===== src/rtl/synth_clk_pkg.sv =====
// Shared constants and sizing helpers for the synth NCO timing generator.
package synth_clk_pkg;

    localparam logic [31:0] DefAudFw = 32'h8000_0000;
    localparam logic [31:0] DefEngFw = 32'hC000_0000;

    function automatic int unsigned num_slots(input int unsigned voices, input int unsigned envs);
        return voices * envs;
    endfunction

    // Index width that never collapses to zero bits.
    function automatic int unsigned idx_w(input int unsigned n);
        return (n > 1) ? $clog2(n) : 1;
    endfunction

endpackage


===== src/rtl/synth_nco_acc.sv =====
// Phase accumulator with an active frequency word that is only replaced on ld_i.
// carry_o is the carry of the sum being registered on the coming edge.
module synth_nco_acc
    import synth_clk_pkg::*;
#(
    parameter int unsigned      ACC_W  = 32,
    parameter logic [ACC_W-1:0] DEF_FW = '0
) (
    input  logic             clk_i,
    input  logic             rst_ni,
    input  logic             ld_i,
    input  logic [ACC_W-1:0] fw_i,
    output logic             carry_o
);

    logic [ACC_W-1:0] acc_q, acc_d;
    logic [ACC_W-1:0] fw_q, fw_d;

    always_comb begin
        {carry_o, acc_d} = {1'b0, acc_q} + {1'b0, fw_q};
        // A word loaded this edge is used from the next addition onward.
        fw_d = ld_i ? fw_i : fw_q;
    end

    always_ff @(posedge clk_i or negedge rst_ni) begin
        if (!rst_ni) begin
            acc_q <= '0;
            fw_q  <= DEF_FW;
        end else begin
            acc_q <= acc_d;
            fw_q  <= fw_d;
        end
    end

endmodule


===== src/rtl/synth_nco_clk_gen.sv =====
// NCO-based audio bit/frame clock generator with per-frame envelope/oscillator slot strobes.
// New frequency words are adopted at frame boundaries only.
module synth_nco_clk_gen
    import synth_clk_pkg::*;
#(
    parameter int unsigned      ACC_W       = 32,
    parameter int unsigned      DATA_WIDTH  = 16,
    parameter int unsigned      CHANNEL_NUM = 2,
    parameter int unsigned      VOICES      = 8,
    parameter int unsigned      V_OSC       = 4,
    parameter int unsigned      V_ENVS      = 8,
    parameter logic [ACC_W-1:0] DEF_AUD_FW  = ACC_W'(DefAudFw),
    parameter logic [ACC_W-1:0] DEF_ENG_FW  = ACC_W'(DefEngFw)
) (
    input  logic                     OSC_CLK,
    input  logic                     iRST_N,
    input  logic [ACC_W-1:0]         iAUD_FW,
    input  logic [ACC_W-1:0]         iENG_FW,
    output logic                     oAUD_BCK,
    output logic                     LRCK_1X,
    output logic                     oFRAME_STB,
    output logic                     oENV_STB,
    output logic                     oOSC_STB,
    output logic [idx_w(VOICES)-1:0] oVOICE_IDX,
    output logic [idx_w(V_ENVS)-1:0] oENV_IDX,
    output logic [idx_w(V_OSC)-1:0]  oOSC_IDX,
    output logic                     oUNDERRUN
);

    localparam int unsigned VoiceW    = idx_w(VOICES);
    localparam int unsigned EnvW      = idx_w(V_ENVS);
    localparam int unsigned OscW      = idx_w(V_OSC);
    localparam int unsigned NumSlots  = num_slots(VOICES, V_ENVS);
    localparam int unsigned SlotW     = EnvW + VoiceW + 1;
    localparam int unsigned EpoLog    = $clog2(V_ENVS / V_OSC);
    localparam int unsigned FrameBits = DATA_WIDTH * CHANNEL_NUM;
    localparam int unsigned BitW      = idx_w(FrameBits);

    localparam logic [SlotW-1:0] SlotMax  = SlotW'(NumSlots);
    localparam logic [EnvW-1:0]  EnvMask  = EnvW'(V_ENVS / V_OSC - 1);
    localparam logic [BitW-1:0]  BitLast  = BitW'(FrameBits - 1);
    localparam logic [BitW-1:0]  BitHalfM = BitW'(DATA_WIDTH - 1);

    logic a_carry, e_carry;
    logic bck_fall, frame_end, issue, osc_hit;

    logic              bck_q, bck_d;
    logic              lrck_q, lrck_d;
    logic [BitW-1:0]   bitcnt_q, bitcnt_d;
    logic [SlotW-1:0]  slot_q, slot_d, slot_eff;
    logic [EnvW-1:0]   env_sel;
    logic              frame_stb_q, env_stb_q, osc_stb_q;
    logic [VoiceW-1:0] voice_q, voice_d;
    logic [EnvW-1:0]   env_idx_q, env_idx_d;
    logic [OscW-1:0]   osc_idx_q, osc_idx_d;
    logic              underrun_q, underrun_d;

    synth_nco_acc #(
        .ACC_W  (ACC_W),
        .DEF_FW (DEF_AUD_FW)
    ) u_aud_acc (
        .clk_i   (OSC_CLK),
        .rst_ni  (iRST_N),
        .ld_i    (frame_end),
        .fw_i    (iAUD_FW),
        .carry_o (a_carry)
    );

    synth_nco_acc #(
        .ACC_W  (ACC_W),
        .DEF_FW (DEF_ENG_FW)
    ) u_eng_acc (
        .clk_i   (OSC_CLK),
        .rst_ni  (iRST_N),
        .ld_i    (frame_end),
        .fw_i    (iENG_FW),
        .carry_o (e_carry)
    );

    always_comb begin
        bck_fall  = a_carry & bck_q;
        frame_end = bck_fall & (bitcnt_q == BitLast);
        bck_d     = bck_q ^ a_carry;

        bitcnt_d = bitcnt_q;
        lrck_d   = lrck_q;
        if (bck_fall) begin
            bitcnt_d = frame_end ? '0 : bitcnt_q + BitW'(1);
            if (frame_end) begin
                lrck_d = 1'b0;
            end else if (bitcnt_q == BitHalfM) begin
                lrck_d = 1'b1;
            end
        end

        // A boundary restarts slot numbering; a coincident engine carry becomes slot 0.
        slot_eff   = frame_end ? '0 : slot_q;
        underrun_d = underrun_q | (frame_end & (slot_q < SlotMax));
        issue      = e_carry & (slot_eff < SlotMax);
        slot_d     = issue ? slot_eff + SlotW'(1) : slot_eff;

        env_sel   = slot_eff[EnvW-1:0];
        osc_hit   = (env_sel & EnvMask) == '0;
        voice_d   = issue ? slot_eff[EnvW +: VoiceW] : voice_q;
        env_idx_d = issue ? env_sel : env_idx_q;
        osc_idx_d = (issue && osc_hit) ? OscW'(env_sel >> EpoLog) : osc_idx_q;
    end

    always_ff @(posedge OSC_CLK or negedge iRST_N) begin
        if (!iRST_N) begin
            bck_q       <= 1'b0;
            lrck_q      <= 1'b0;
            bitcnt_q    <= '0;
            slot_q      <= '0;
            frame_stb_q <= 1'b0;
            env_stb_q   <= 1'b0;
            osc_stb_q   <= 1'b0;
            voice_q     <= '0;
            env_idx_q   <= '0;
            osc_idx_q   <= '0;
            underrun_q  <= 1'b0;
        end else begin
            bck_q       <= bck_d;
            lrck_q      <= lrck_d;
            bitcnt_q    <= bitcnt_d;
            slot_q      <= slot_d;
            frame_stb_q <= frame_end;
            env_stb_q   <= issue;
            osc_stb_q   <= issue & osc_hit;
            voice_q     <= voice_d;
            env_idx_q   <= env_idx_d;
            osc_idx_q   <= osc_idx_d;
            underrun_q  <= underrun_d;
        end
    end

    assign oAUD_BCK   = bck_q;
    assign LRCK_1X    = lrck_q;
    assign oFRAME_STB = frame_stb_q;
    assign oENV_STB   = env_stb_q;
    assign oOSC_STB   = osc_stb_q;
    assign oVOICE_IDX = voice_q;
    assign oENV_IDX   = env_idx_q;
    assign oOSC_IDX   = osc_idx_q;
    assign oUNDERRUN  = underrun_q;

endmodule


===== config.mk =====
export PLATFORM = sky130hd
export DESIGN_NAME = synth_nco_clk_gen
export DESIGN_NICKNAME = d
export VERILOG_FILES = /design/src/rtl/synth_clk_pkg.sv /design/src/rtl/synth_nco_acc.sv /design/src/rtl/synth_nco_clk_gen.sv
export SDC_FILE = /design/constraint.sdc
export NUM_CORES = 1
export LEC_CHECK = 0
export CORE_MARGIN = 3
export CORE_UTILIZATION = 50
export CTS_CLUSTER_DIAMETER = 50
export CTS_CLUSTER_SIZE = 25
export DETAILED_ROUTE_END_ITERATION = 8
export PLACE_DENSITY = 0.76
export SYNTH_ARGS = -nofsm -noshare
export SYNTH_HDL_FRONTEND = slang
export SYNTH_HIERARCHICAL = 1
export SYNTH_SLANG_ARGS = --single-unit

===== constraint.sdc =====
create_clock -name OSC_CLK -period 3.7 [get_ports OSC_CLK]
set_clock_uncertainty 0.15 [all_clocks]
set_input_delay 0.74 -clock OSC_CLK [delete_from_list [all_inputs] [get_ports OSC_CLK]]
set_output_delay 0.74 -clock OSC_CLK [all_outputs]
set_load 0.005 [all_outputs]

==> summary.json, run 1 <==
{
  "clocking": {
    "htreeDepth": 4,
    "cts_buffers": 17,
    "cts_tree": "built",
    "clock-sinks": 154,
    "cts-root-buf": "sky130_fd_sc_hd__clkbuf_16",
    "clkLatencyLatePin_ns": 0.43,
    "clock_tree.buffer_depth": 2,
    "clk_pin_slew_ns": 0.06
  },
  "logic_synthesis": {
    "syn-cell-area_mm2": 0.009052,
    "count_of_distinct_cell_types_in_the_synthesized_netlist": 71,
    "synth_area_per_cell_um2": 10.78,
    "synthCells": 840,
    "synth_nets": 978,
    "synth-async-reset-ratio": 1.000,
    "number_of_synthesized_register_bits": 154,
    "synth_enable_flop_cells": 0,
    "yosysWarningCount": 6,
    "ys_seq_area_frac": 0.4261,
    "yosys_most_used_dff": "sky130_fd_sc_hd__dfrtp_1"
  },
  "global_routing": {
    "globalRouteOverflowTotal": 0,
    "grt_max_degree": 52,
    "grt_usage": 0.1958,
    "antenna_found_initial": 0,
    "via_count_of_the_first_global_routing_pass": 6749,
    "grt_pass1_wl_um": 31800
  },
  "route": {
    "top_signal_layer_used": "met4",
    "detailedRoute.firstIterationViolations": 379,
    "vias": 6720,
    "drt-total-wl_um": 18580,
    "drc": 0,
    "drt-vias-per-instance": 5.793,
    "wl_met2_um": 8946,
    "detail_route.first_pass.iterations": 6,
    "antenna_violating_nets_post_route": 0,
    "wl_met3_um": 852,
    "routedLengthMet1_um": 8439,
    "routedWlPerCell_um": 16.01
  },
  "sta": {
    "post-route-min-period_ns": 3.458,
    "final-max-slew-violation-count": 0,
    "max_freq_mhz": 289.2,
    "grt_setup_unrepaired": "no",
    "timing.slew.headroom": 0.4803,
    "final.setup.tns_ns": 0,
    "final_cycle_utilization_of_the_critical_path": 0.9345,
    "tightest_slew_ns": 0.7772,
    "final_hold_viol_count": 0,
    "setup_violations": 0
  },
  "finish": {
    "layout.cells.most_common": "sky130_fd_sc_hd__dfrtp_1",
    "fill_cells": 1446,
    "final_cells": 1160,
    "post_route_cells_drive_above_1_share": 0.1604,
    "number_of_antenna_diodes": 0,
    "layout.cells.most_common_list": "151 x sky130_fd_sc_hd__dfrtp_1, 78 x sky130_fd_sc_hd__clkdlybuf4s50_1, 69 x sky130_fd_sc_hd__a21oi_1, 69 x sky130_fd_sc_hd__ha_1, 66 x sky130_fd_sc_hd__mux2_2",
    "finish.net_count": 1061,
    "areaGrowthSynthToFinish_pct": 18.63
  },
  "critical_path": {
    "endpoint_kind": "register",
    "crit_required_ns": 3.86,
    "crit_chain": "ha_1 > and4_1 > and4_1 > nand2_1 > nor3_1 > o21ai_1 > a21oi_1 > ha_1 > nand2_4 > inv_2 > o21ai_4 > inv_1 > ha_1 > mux2_2",
    "cell_seen_most_often_among_critical_path_stages": "sky130_fd_sc_hd__ha_1",
    "crit_arrival_ns": 3.62,
    "crit_slowest_cell": "sky130_fd_sc_hd__ha_1",
    "timing.critical_path.fanout_max": 9,
    "crit_type": "register to register",
    "crit_path_max_cell_delay_ns": 0.45,
    "crit_path_start_kind": "register"
  },
  "floorplanning": {
    "dieHeight_um": 140.6,
    "die_w_um": 140.6,
    "floorplan.core_area_mm2": 0.01754,
    "num_rows": 48,
    "die_area_mm2": 0.01976,
    "initial_utilization": 0.5162,
    "num_io_pins": 80
  },
  "place": {
    "port_buffers": 79,
    "routabilityCongestion": 0.9234,
    "detailed_place_hpwl_um": 13790,
    "placed_cells": 1128
  },
  "run": {
    "maxCapViolCount": 0
  },
  "power": {
    "power_per_cell_area_mw_per_mm2": 340.0,
    "post-layout-total-power_mw": 3.652,
    "worst_ir_drop_vdd_v": 0.0003081,
    "cellLeakagePower_nw": 5.444
  },
  "worst_hold_path": {
    "hold_class": "primary input to async pin"
  },
  "outcome": {
    "run_status": "finished clean"
  }
}
## worst paths after layout
kind	depth (start not counted)	start	end	slack, ns
setup / recovery	14	u_aud_acc/fw_q[19]$_DFFE_PN0P_	oOSC_IDX[0]$_DFFE_PN0P_	0.24
hold / removal	1	iRST_N	u_eng_acc/fw_q[17]$_DFFE_PN0P_	0.09
setup reg to reg	14	u_aud_acc/fw_q[19]$_DFFE_PN0P_	oOSC_IDX[0]$_DFFE_PN0P_	0.24
hold reg to reg	1	oUNDERRUN$_DFF_PN0_	oUNDERRUN$_DFF_PN0_	0.32
max in group asynchronous	2	iRST_N	u_eng_acc/fw_q[31]$_DFFE_PN1P_	2.46
min in group OSC_CLK	1	oUNDERRUN$_DFF_PN0_	oUNDERRUN$_DFF_PN0_	0.32
## through the flow
stage | hold WS, ns | worst slack (ns) | area (um^2) | util
finish | 0.09224 | 0.2422 | 10740 | 0.6124
global route | 0.1178 | 0.002089 | 10740 | 0.6124
CTS | 0.1020 | 0.06790 | 10710 | 0.6109
detailed placement | 0.3008 | 0.09967 | 10080 | 0.5748
global placement | 0.2984 | 0.1819 | 10080 | 0.5748
floorplan | 0.2870 | 0.2740 | 9052 | -
## state kept, by name (all words and copies together) (netlist names), 2 cells and up
| name | cells |
|---|---|
| u_eng_acc/acc_q | 32 |
| u_aud_acc/fw_q | 32 |
| slot_q | 7 |
| oOSC_IDX | 2 |
| oENV_IDX | 3 |
| u_eng_acc/fw_q | 32 |
| bitcnt_q | 5 |
| u_aud_acc/acc_q | 32 |
| oVOICE_IDX | 3 |
## repair_timing
action,in CTS,in global routing
gates resized for setup,0,6
setup endpoints to repair,0,18
endpoints found under the hold margin,0,0
hold buffers,0,0
buffers inserted,0,1
## synthesized netlist by cell type, types with 7 or more instances
cell,number,share of area
sky130_fd_sc_hd__ha_1,70,0.097
sky130_fd_sc_hd__nand2_1,48,0.020
sky130_fd_sc_hd__clkbuf_1,10,0.0041
sky130_fd_sc_hd__a22o_1,7,0.0068
sky130_fd_sc_hd__o21ai_0,34,0.019
sky130_fd_sc_hd__xor2_1,26,0.025
sky130_fd_sc_hd__a21o_1,31,0.026
sky130_fd_sc_hd__dfrtp_1,151,0.42
sky130_fd_sc_hd__or3_1,7,0.0048
sky130_fd_sc_hd__nor2_1,50,0.021
sky130_fd_sc_hd__a211oi_1,18,0.015
sky130_fd_sc_hd__a31oi_1,9,0.0062
sky130_fd_sc_hd__o21bai_1,7,0.0058
sky130_fd_sc_hd__xnor2_1,28,0.027
sky130_fd_sc_hd__nand3_1,22,0.012
sky130_fd_sc_hd__mux2_2,66,0.082
sky130_fd_sc_hd__inv_1,18,0.0075
sky130_fd_sc_hd__and2_1,10,0.0069
sky130_fd_sc_hd__nand4_1,8,0.0055
sky130_fd_sc_hd__o211ai_1,7,0.0058
sky130_fd_sc_hd__a21oi_1,70,0.039
## worst max-delay path: cells and delay by family, from the launching register on
family	cells	cell delay, ns
AO/OA/AOI/OAI	3	0.32
adder cells (fa/ha/maj)	3	0.91
buffers and inverters	2	0.21
flip-flops	1	0.38
multiplexers	1	0.35
AND/OR/NAND/NOR	5	1.04
## where the power goes
| part | total, mW | switching (mW) | internal, mW | leakage, nW |
|---|---|---|---|---|
| clock network | 1.86 | 0.673 | 1.19 | 0.295 |
| logic | 0.105 | 0.0416 | 0.0633 | 3.01 |
| registers | 1.68 | 0 | 1.68 | 2.14 |
| total | 3.65 | 0.714 | 2.94 | 5.44 |
## cell families (layout without fill, tap and decap cells)
family	count (synthesis)	count (layout)	synth area share
AO/OA/AOI/OAI	253	253	0.1981
adder cells (fa/ha/maj)	72	72	0.1012
buffers and inverters	48	143	0.02640
XOR/XNOR	54	54	0.05225
flip-flops	154	154	0.4261
AND/OR/NAND/NOR	189	189	0.1092
multiplexers	70	70	0.08680
## layer usage
| metal | track usage | up-vias |
|---|---|---|
| li1 | - | 3300 |
| met1 | 0.2534 | 3229 |
| met2 | 0.3289 | 159 |
| met3 | 0.04268 | 32 |
| met4 | 0.06221 | 0 |
| met5 | 0 | - |
## final cells by class
type	instances	area, um^2	share of cell area
Clock buffer	19	432.9	0.04031
Sequential cell	154	3857	0.3592
Clock inverter	12	198.9	0.01853
Tap cell	225	281.5	0.02621
Inverter	19	71.32	0.006641
Multi-Input combinational cell	638	4975	0.4632
Timing Repair Buffer	93	922.1	0.08587
Power figures use the tool's default switching activity.
==> run 2: changes to the inputs <==
--- a/config.mk
+++ b/config.mk
@@ -5,12 +5,14 @@
 export SDC_FILE = /design/constraint.sdc
 export NUM_CORES = 1
 export LEC_CHECK = 0
+export CORE_ASPECT_RATIO = 2
 export CORE_MARGIN = 3
 export CORE_UTILIZATION = 50
 export CTS_CLUSTER_DIAMETER = 50
 export CTS_CLUSTER_SIZE = 25
 export DETAILED_ROUTE_END_ITERATION = 8
-export PLACE_DENSITY = 0.76
+export GPL_ROUTABILITY_DRIVEN = 0
+export PLACE_DENSITY_LB_ADDON = 0.3
 export SYNTH_ARGS = -nofsm -noshare
 export SYNTH_HDL_FRONTEND = slang
 export SYNTH_HIERARCHICAL = 1
==> summary.json, run 2 (synthesis results as in run 1) <==
{
  "critical_path": {
    "crit_arrival": {"value": 3.61, "unit": "ns", "change": "about the same"},
    "crit_required": {"value": 3.86, "unit": "ns", "change": "about the same"},
    "crit_path_start_kind": "register",
    "cell_seen_most_often_among_critical_path_stages": "sky130_fd_sc_hd__ha_1",
    "crit_slowest_cell": "sky130_fd_sc_hd__a41oi_1",
    "timing.critical_path.fanout_max": {"value": 6, "change": "-3"},
    "endpoint_kind": "register",
    "crit_type": "register to register",
    "crit_chain": "ha_1 > a21oi_1 > nand3_1 > a41oi_1 > nor3_4 > o21ai_1 > a21oi_1 > ha_1 > nand2_4 > inv_2 > o21ai_4 > inv_1 > ha_1 > mux2_2",
    "crit_path_max_cell_delay": {"value": 0.44, "unit": "ns", "change": "about the same"}
  },
  "clocking": {
    "clkLatencyLatePin": {"value": 0.43, "unit": "ns", "change": "about the same"},
    "clock-sinks": {"value": 154, "change": "unchanged"},
    "cts-root-buf": "sky130_fd_sc_hd__clkbuf_16",
    "htreeDepth": {"value": 4, "change": "unchanged"},
    "clk_pin_slew": {"value": 0.06, "unit": "ns", "change": "about the same"},
    "cts_tree": "built",
    "cts_buffers": {"value": 17, "change": "unchanged"},
    "clock_tree.buffer_depth": {"value": 2, "change": "unchanged"}
  },
  "sta": {
    "grt_setup_unrepaired": "no",
    "setup_violations": {"value": 0, "change": "unchanged"},
    "final-max-slew-violation-count": {"value": 0, "change": "unchanged"},
    "final_hold_viol_count": {"value": 0, "change": "unchanged"},
    "timing.slew.headroom": {"value": 0.5054, "change": "+0.02518"},
    "final.setup.tns": {"value": 0, "unit": "ns", "change": "unchanged"},
    "final_cycle_utilization_of_the_critical_path": {"value": 0.9327, "change": "-0.001796"},
    "post-route-min-period": {"value": 3.451, "unit": "ns", "change": "-0.006646 ns"},
    "max_freq": {"value": 289.8, "unit": "MHz", "change": "+0.19%"},
    "tightest_slew": {"value": 0.7404, "unit": "ns", "change": "-0.03678 ns"}
  },
  "route": {
    "antenna_violating_nets_post_route": {"value": 0, "change": "unchanged"},
    "vias": {"value": 6967, "change": "+3.7%"},
    "detail_route.first_pass.iterations": {"value": 5, "change": "-1"},
    "detailedRoute.firstIterationViolations": {"value": 251, "change": "-34%"},
    "drt-vias-per-instance": {"value": 6.032, "change": "+4.1%"},
    "routedWlPerCell": {"value": 18.19, "unit": "um", "change": "+14%"},
    "drc": {"value": 0, "change": "unchanged"},
    "drt-total-wl": {"value": 21010, "unit": "um", "change": "+13%"}
  },
  "floorplanning": {
    "die_w": {"value": 101.1, "unit": "um", "change": "-28%"},
    "dieHeight": {"value": 196.3, "unit": "um", "change": "+40%"},
    "die_area": {"value": 0.01985, "unit": "mm^2", "change": "+0.50%"},
    "floorplan.core_area": {"value": 0.01778, "unit": "mm^2", "change": "+1.4%"},
    "num_io_pins": {"value": 80, "change": "unchanged"},
    "initial_utilization": {"value": 0.5090, "change": "-0.007191"},
    "num_rows": {"value": 69, "change": "+44%"}
  },
  "place": {
    "port_buffers": {"value": 79, "change": "unchanged"},
    "detailed_place_hpwl": {"value": 16090, "unit": "um", "change": "+17%"}
  },
  "global_routing": {
    "globalRouteOverflowTotal": {"value": 0, "change": "unchanged"},
    "via_count_of_the_first_global_routing_pass": {"value": 7319, "change": "+8.4%"},
    "antenna_found_initial": {"value": 0, "change": "unchanged"},
    "grt_pass1_wl": {"value": 33980, "unit": "um", "change": "+6.9%"},
    "grt_max_degree": {"value": 66, "change": "+27%"},
    "grt_usage": {"value": 0.2182, "change": "+0.02233"}
  },
  "power": {
    "worst_ir_drop_vdd": {"value": 0.0002409, "unit": "V", "change": "-22%"},
    "power_per_cell_area": {"value": 349.1, "unit": "mW/mm^2", "change": "+2.7%"},
    "cellLeakagePower": {"value": 5.517, "unit": "nW", "change": "+1.4%"},
    "post-layout-total-power": {"value": 3.782, "unit": "mW", "change": "+3.6%"}
  },
  "outcome": {
    "run_status": "finished clean"
  },
  "worst_hold_path": {
    "hold_class": "primary input to async pin"
  },
  "finish": {
    "layout.cells.most_common_list": "151 x sky130_fd_sc_hd__dfrtp_1, 78 x sky130_fd_sc_hd__clkdlybuf4s50_1, 69 x sky130_fd_sc_hd__a21oi_1, 69 x sky130_fd_sc_hd__ha_1, 66 x sky130_fd_sc_hd__mux2_2",
    "layout.cells.most_common": "sky130_fd_sc_hd__dfrtp_1",
    "post_route_cells_drive_above_1_share": {"value": 0.1699, "change": "+0.009424"},
    "fill_cells": {"value": 1501, "change": "+3.8%"},
    "finish.net_count": {"value": 1067, "change": "+0.57%"},
    "number_of_antenna_diodes": {"value": 0, "change": "unchanged"},
    "areaGrowthSynthToFinish_pct": 19.67
  },
  "run": {
    "maxCapViolCount": {"value": 0, "change": "unchanged"}
  }
}
[run 2: path summary, 6_finish.rpt]
path                                                startpoint                             end  slack, ns  cells after the start
worst max-delay path            u_aud_acc/fw_q[11]$_DFFE_PN0P_         oOSC_IDX[0]$_DFFE_PN0P_       0.25                     14
worst min-delay path                                    iRST_N  u_eng_acc/fw_q[21]$_DFFE_PN0P_       0.15                      1
worst max register to register  u_aud_acc/fw_q[11]$_DFFE_PN0P_         oOSC_IDX[0]$_DFFE_PN0P_       0.25                     14
worst min register to register             oUNDERRUN$_DFF_PN0_             oUNDERRUN$_DFF_PN0_       0.31                      1
max in group asynchronous                               iRST_N             oUNDERRUN$_DFF_PN0_       2.46                      2
min in group OSC_CLK                       oUNDERRUN$_DFF_PN0_             oUNDERRUN$_DFF_PN0_       0.31                      1
[run 2: repair_timing]
action / 4_1_cts / 5_1_grt
buffers inserted: 0 / 3
hold buffers: 0 / 0
setup endpoints to repair: 0 / 75
gates resized for setup: 0 / 10
[run 2: layout make-up]
cell class	instances	area [um^2]	share of cell area
clock buffer	18	429.2	0.03962
clock inverter	14	244.0	0.02252
inverter	19	71.32	0.006584
multi-input combinational	638	4997	0.4613
sequential	154	3857	0.3561
tap	213	266.5	0.02460
timing repair buffer	99	967.2	0.08928
[run 2: worst max-delay path, delay by kind of cell, from the launching register on]
family	cells	cell delay, ns
buffers and inverters	2	0.18
adder cells (fa/ha/maj)	3	0.84
flip-flops	1	0.38
AND/OR/NAND/NOR	3	0.31
multiplexers	1	0.28
AO/OA/AOI/OAI	5	1.19
[run 2: per-stage QoR]
stage | utilization | hold WS [ns] | worst slack, ns | instances | cell area, um^2
2_1_floorplan | - | 0.2870 | 0.2740 | 840 | 9052
3_3_place_gp | 0.5677 | 0.2985 | 0.08043 | 1120 | 10100
3_5_place_dp | 0.5677 | 0.3017 | 0.05077 | 1120 | 10100
4_1_cts | 0.6055 | 0.1559 | 0.01709 | 1152 | 10770
5_1_grt | 0.6091 | 0.1827 | 0.001320 | 1155 | 10830
6_report | 0.6091 | 0.1455 | 0.2489 | 1155 | 10830
[run 2: per-layer routing]
| layer | share of wire | global-route usage |
|---|---|---|
| met2 | 0.57 | 0.4232 |
| met1 | 0.34 | 0.1976 |
| met4 | 0.061 | 0.1415 |
| met5 | 0 | 0 |
| met3 | 0.029 | 0.03416 |
[run 2: power by group]
group | leakage, nW | internal, mW | switching, mW
clock | 0.321 | 1.27 | 0.723
combinational | 3.05 | 0.0627 | 0.0416
sequential | 2.14 | 1.68 | 0
total | 5.52 | 3.02 | 0.765
==> run 3: changes to the inputs <==
==> constraint.sdc (replaced) <==
create_clock -name OSC_CLK -period 4.22 [get_ports OSC_CLK]
set_clock_uncertainty 0.15 [all_clocks]
set_input_delay 0.844 -clock OSC_CLK [delete_from_list [all_inputs] [get_ports OSC_CLK]]
set_output_delay 0.844 -clock OSC_CLK [all_outputs]
set_load 0.005 [all_outputs]
==> summary.json, run 3 (synthesis results as in run 1) <==
{
  "outcome": {
    "run_status": "finished clean"
  },
  "floorplanning": {
    "dieHeight": {"value": 196.3, "unit": "um", "change": "unchanged"},
    "die_w": {"value": 101.1, "unit": "um", "change": "unchanged"},
    "floorplan.core_area": {"value": 0.01778, "unit": "mm^2", "change": "unchanged"},
    "die_area": {"value": 0.01985, "unit": "mm^2", "change": "unchanged"},
    "num_rows": {"value": 69, "change": "unchanged"},
    "initial_utilization": {"value": 0.5090, "change": "unchanged"},
    "num_io_pins": {"value": 80, "change": "unchanged"}
  },
  "global_routing": {
    "met1_usage": {"value": 0.2030, "change": "+0.005485"},
    "met2_usage": {"value": 0.4235, "change": "about the same"},
    "antenna_found_initial": {"value": 0, "change": "unchanged"},
    "grt_pass1_wl": {"value": 33990, "unit": "um", "change": "about the same"},
    "groute.layer.met3.usage": {"value": 0.03167, "change": "-0.002491"},
    "busiest_layer": "met2",
    "via_count_of_the_first_global_routing_pass": {"value": 7410, "change": "+1.2%"},
    "grt_max_degree": {"value": 89, "change": "+35%"},
    "grt_usage": {"value": 0.2175, "change": "-0.0006874"},
    "globalRouteOverflowTotal": {"value": 0, "change": "unchanged"}
  },
  "critical_path": {
    "crit_required": {"value": 4.42, "unit": "ns", "change": "+0.56 ns"},
    "worst_r2r_startpoint": "u_aud_acc/fw_q[0]$_DFFE_PN0P_",
    "crit_type": "register to register",
    "r2r_end": "slot_q[4]$_DFF_PN0_",
    "r2r_setup_slack": {"value": 0.33, "unit": "ns", "change": "+0.08 ns"},
    "crit_path_start_kind": "register",
    "startpoint": "u_aud_acc/fw_q[0]$_DFFE_PN0P_",
    "reg2regPathDepth": {"value": 15, "change": "+1"},
    "timing.critical_path.fanout_max": {"value": 8, "change": "+2"},
    "endpoint": "slot_q[4]$_DFF_PN0_",
    "endpoint_kind": "register",
    "crit_arrival": {"value": 4.09, "unit": "ns", "change": "+0.48 ns"}
  },
  "sta": {
    "final_cycle_utilization_of_the_critical_path": {"value": 0.9224, "change": "-0.01035"},
    "tightest_slew": {"value": 0.8940, "unit": "ns", "change": "+0.1536 ns"},
    "final-max-slew-violation-count": {"value": 0, "change": "unchanged"},
    "timing.final.ws_setup": {"value": 0.3275, "unit": "ns", "change": "+0.07866 ns"},
    "final.setup.tns": {"value": 0, "unit": "ns", "change": "unchanged"},
    "grt_setup_unrepaired": "no",
    "setup_violations": {"value": 0, "change": "unchanged"},
    "final_hold_viol_count": {"value": 0, "change": "unchanged"},
    "max_freq": {"value": 256.9, "unit": "MHz", "change": "-11%"},
    "post-route-min-period": {"value": 3.892, "unit": "ns", "change": "+0.4413 ns"},
    "timing.slew.headroom": {"value": 0.4022, "change": "-0.1033"}
  },
  "route": {
    "drc": {"value": 0, "change": "unchanged"},
    "vias": {"value": 6900, "change": "-0.96%"},
    "drt-total-wl": {"value": 20720, "unit": "um", "change": "-1.4%"},
    "detailedRoute.firstIterationViolations": {"value": 244, "change": "-2.8%"},
    "drt-vias-per-instance": {"value": 6.058, "change": "+0.43%"},
    "routedWlPerCell": {"value": 18.19, "unit": "um", "change": "about the same"},
    "antenna_violating_nets_post_route": {"value": 0, "change": "unchanged"},
    "detail_route.first_pass.iterations": {"value": 4, "change": "-1"}
  },
  "finish": {
    "post_route_cells_drive_above_1_share": {"value": 0.1490, "change": "-0.02082"},
    "layout.cells.most_common": "sky130_fd_sc_hd__dfrtp_1",
    "layout.cells.most_common_list": "151 x sky130_fd_sc_hd__dfrtp_1, 78 x sky130_fd_sc_hd__clkdlybuf4s50_1, 70 x sky130_fd_sc_hd__a21oi_1, 70 x sky130_fd_sc_hd__ha_1, 66 x sky130_fd_sc_hd__mux2_2",
    "number_of_antenna_diodes": {"value": 0, "change": "unchanged"},
    "areaGrowthSynthToFinish_pct": 16.59,
    "final_cells": {"value": 1139, "change": "-1.4%"},
    "finish.net_count": {"value": 1051, "change": "-1.5%"},
    "fill_cells": {"value": 1555, "change": "+3.6%"}
  },
  "place": {
    "detailed_place_hpwl": {"value": 15740, "unit": "um", "change": "-2.2%"},
    "port_buffers": {"value": 79, "change": "unchanged"},
    "detailedPlace.worstSlack": {"value": 0.3159, "unit": "ns", "change": "+0.2652 ns"},
    "placed_cells": {"value": 1107, "change": "-1.2%"}
  },
  "power": {
    "post-layout-total-power": {"value": 3.004, "unit": "mW", "change": "-21%"},
    "cellLeakagePower": {"value": 5.369, "unit": "nW", "change": "-2.7%"},
    "power_per_cell_area": {"value": 284.6, "unit": "mW/mm^2", "change": "-18%"},
    "worst_ir_drop_vdd": {"value": 0.0001889, "unit": "V", "change": "-22%"}
  },
  "clocking": {
    "clkLatencyLatePin": {"value": 0.43, "unit": "ns", "change": "about the same"},
    "post_cts_resize_count": {"value": 0, "change": "unchanged"},
    "clock_tree.buffer_depth": {"value": 2, "change": "unchanged"},
    "cts_buffers": {"value": 17, "change": "unchanged"},
    "cts-root-buf": "sky130_fd_sc_hd__clkbuf_16",
    "post-cts-setup-buffer-count": {"value": 0, "change": "unchanged"},
    "clock-sinks": {"value": 154, "change": "unchanged"},
    "cts_tree": "built",
    "number_of_hold_buffers_added_after_cts": {"value": 0, "change": "unchanged"},
    "htreeDepth": {"value": 4, "change": "unchanged"},
    "clk_pin_slew": {"value": 0.07, "unit": "ns", "change": "about the same"}
  },
  "worst_hold_path": {
    "hold_class": "register to register",
    "whs_path_depth": 1,
    "timing.hold.worst.start": "oUNDERRUN$_DFF_PN0_"
  },
  "run": {
    "maxCapViolCount": {"value": 0, "change": "unchanged"}
  }
}
-- run 3: changes by cell type in the layout (fill, tap and decap cells not counted), sizes merged --
cell    change
buf        -16
bufinv      -6
clkbuf      -1
inv         +7
-- run 3: worst min path at each step --
stage | slack (ns) | endpoint
after floorplan | 0.29 | bitcnt_q[3]$_DFFE_PN0P_
after global placement | 0.30 | oUNDERRUN$_DFF_PN0_
after detailed placement | 0.30 | oUNDERRUN$_DFF_PN0_
after CTS | 0.32 | oUNDERRUN$_DFF_PN0_
after global routing | 0.33 | oUNDERRUN$_DFF_PN0_
final | 0.31 | oUNDERRUN$_DFF_PN0_
-- run 3: final cells by class --
class / instances / area, um^2 / share of cell area
Clock buffer: 17 / 425.4 / 0.04031
Tap cell: 213 / 266.5 / 0.02525
Timing Repair Buffer: 83 / 847.1 / 0.08026
Clock inverter: 15 / 130.1 / 0.01233
Multi-Input combinational cell: 638 / 4956 / 0.4696
Inverter: 19 / 71.32 / 0.006758
Sequential cell: 154 / 3857 / 0.3655
-- run 3: metal layers --
metal | part of all wire | vias up
li1 | - | 3272
met1 | 0.34 | 3395
met2 | 0.58 | 164
met3 | 0.029 | 69
met4 | 0.052 | 0
met5 | 0 | -
-- run 3: power breakdown --
part / switching [mW] / internal (mW)
Combinational: 0.0353 / 0.0542
Clock: 0.665 / 0.774
Sequential: 0 / 1.48
Total: 0.700 / 2.30
-- run 3: worst max-delay path, cell delays in order, from the launching register on --
cell	delay, ns
sky130_fd_sc_hd__dfrtp_1	0.39
sky130_fd_sc_hd__ha_1	0.21
sky130_fd_sc_hd__fa_1	0.43
sky130_fd_sc_hd__a211oi_1	0.32
sky130_fd_sc_hd__o211ai_1	0.18
sky130_fd_sc_hd__a21oi_1	0.27
sky130_fd_sc_hd__nor3_1	0.14
sky130_fd_sc_hd__o21ai_0	0.19
sky130_fd_sc_hd__a21oi_1	0.09
sky130_fd_sc_hd__ha_1	0.30
sky130_fd_sc_hd__nand2_4	0.13
sky130_fd_sc_hd__and2_1	0.20
sky130_fd_sc_hd__ha_1	0.22
sky130_fd_sc_hd__inv_1	0.06
sky130_fd_sc_hd__or3_1	0.35
sky130_fd_sc_hd__a21oi_1	0.18
-- run 3: stage by stage --
stage,utilization,area [um^2],hold WS (ns)
floorplan,-,9052,0.2870
global placement,0.5622,9998,0.2961
detailed placement,0.5622,9998,0.3022
CTS,0.5934,10550,0.3212
global route,0.5934,10550,0.3261
finish,0.5934,10550,0.3132
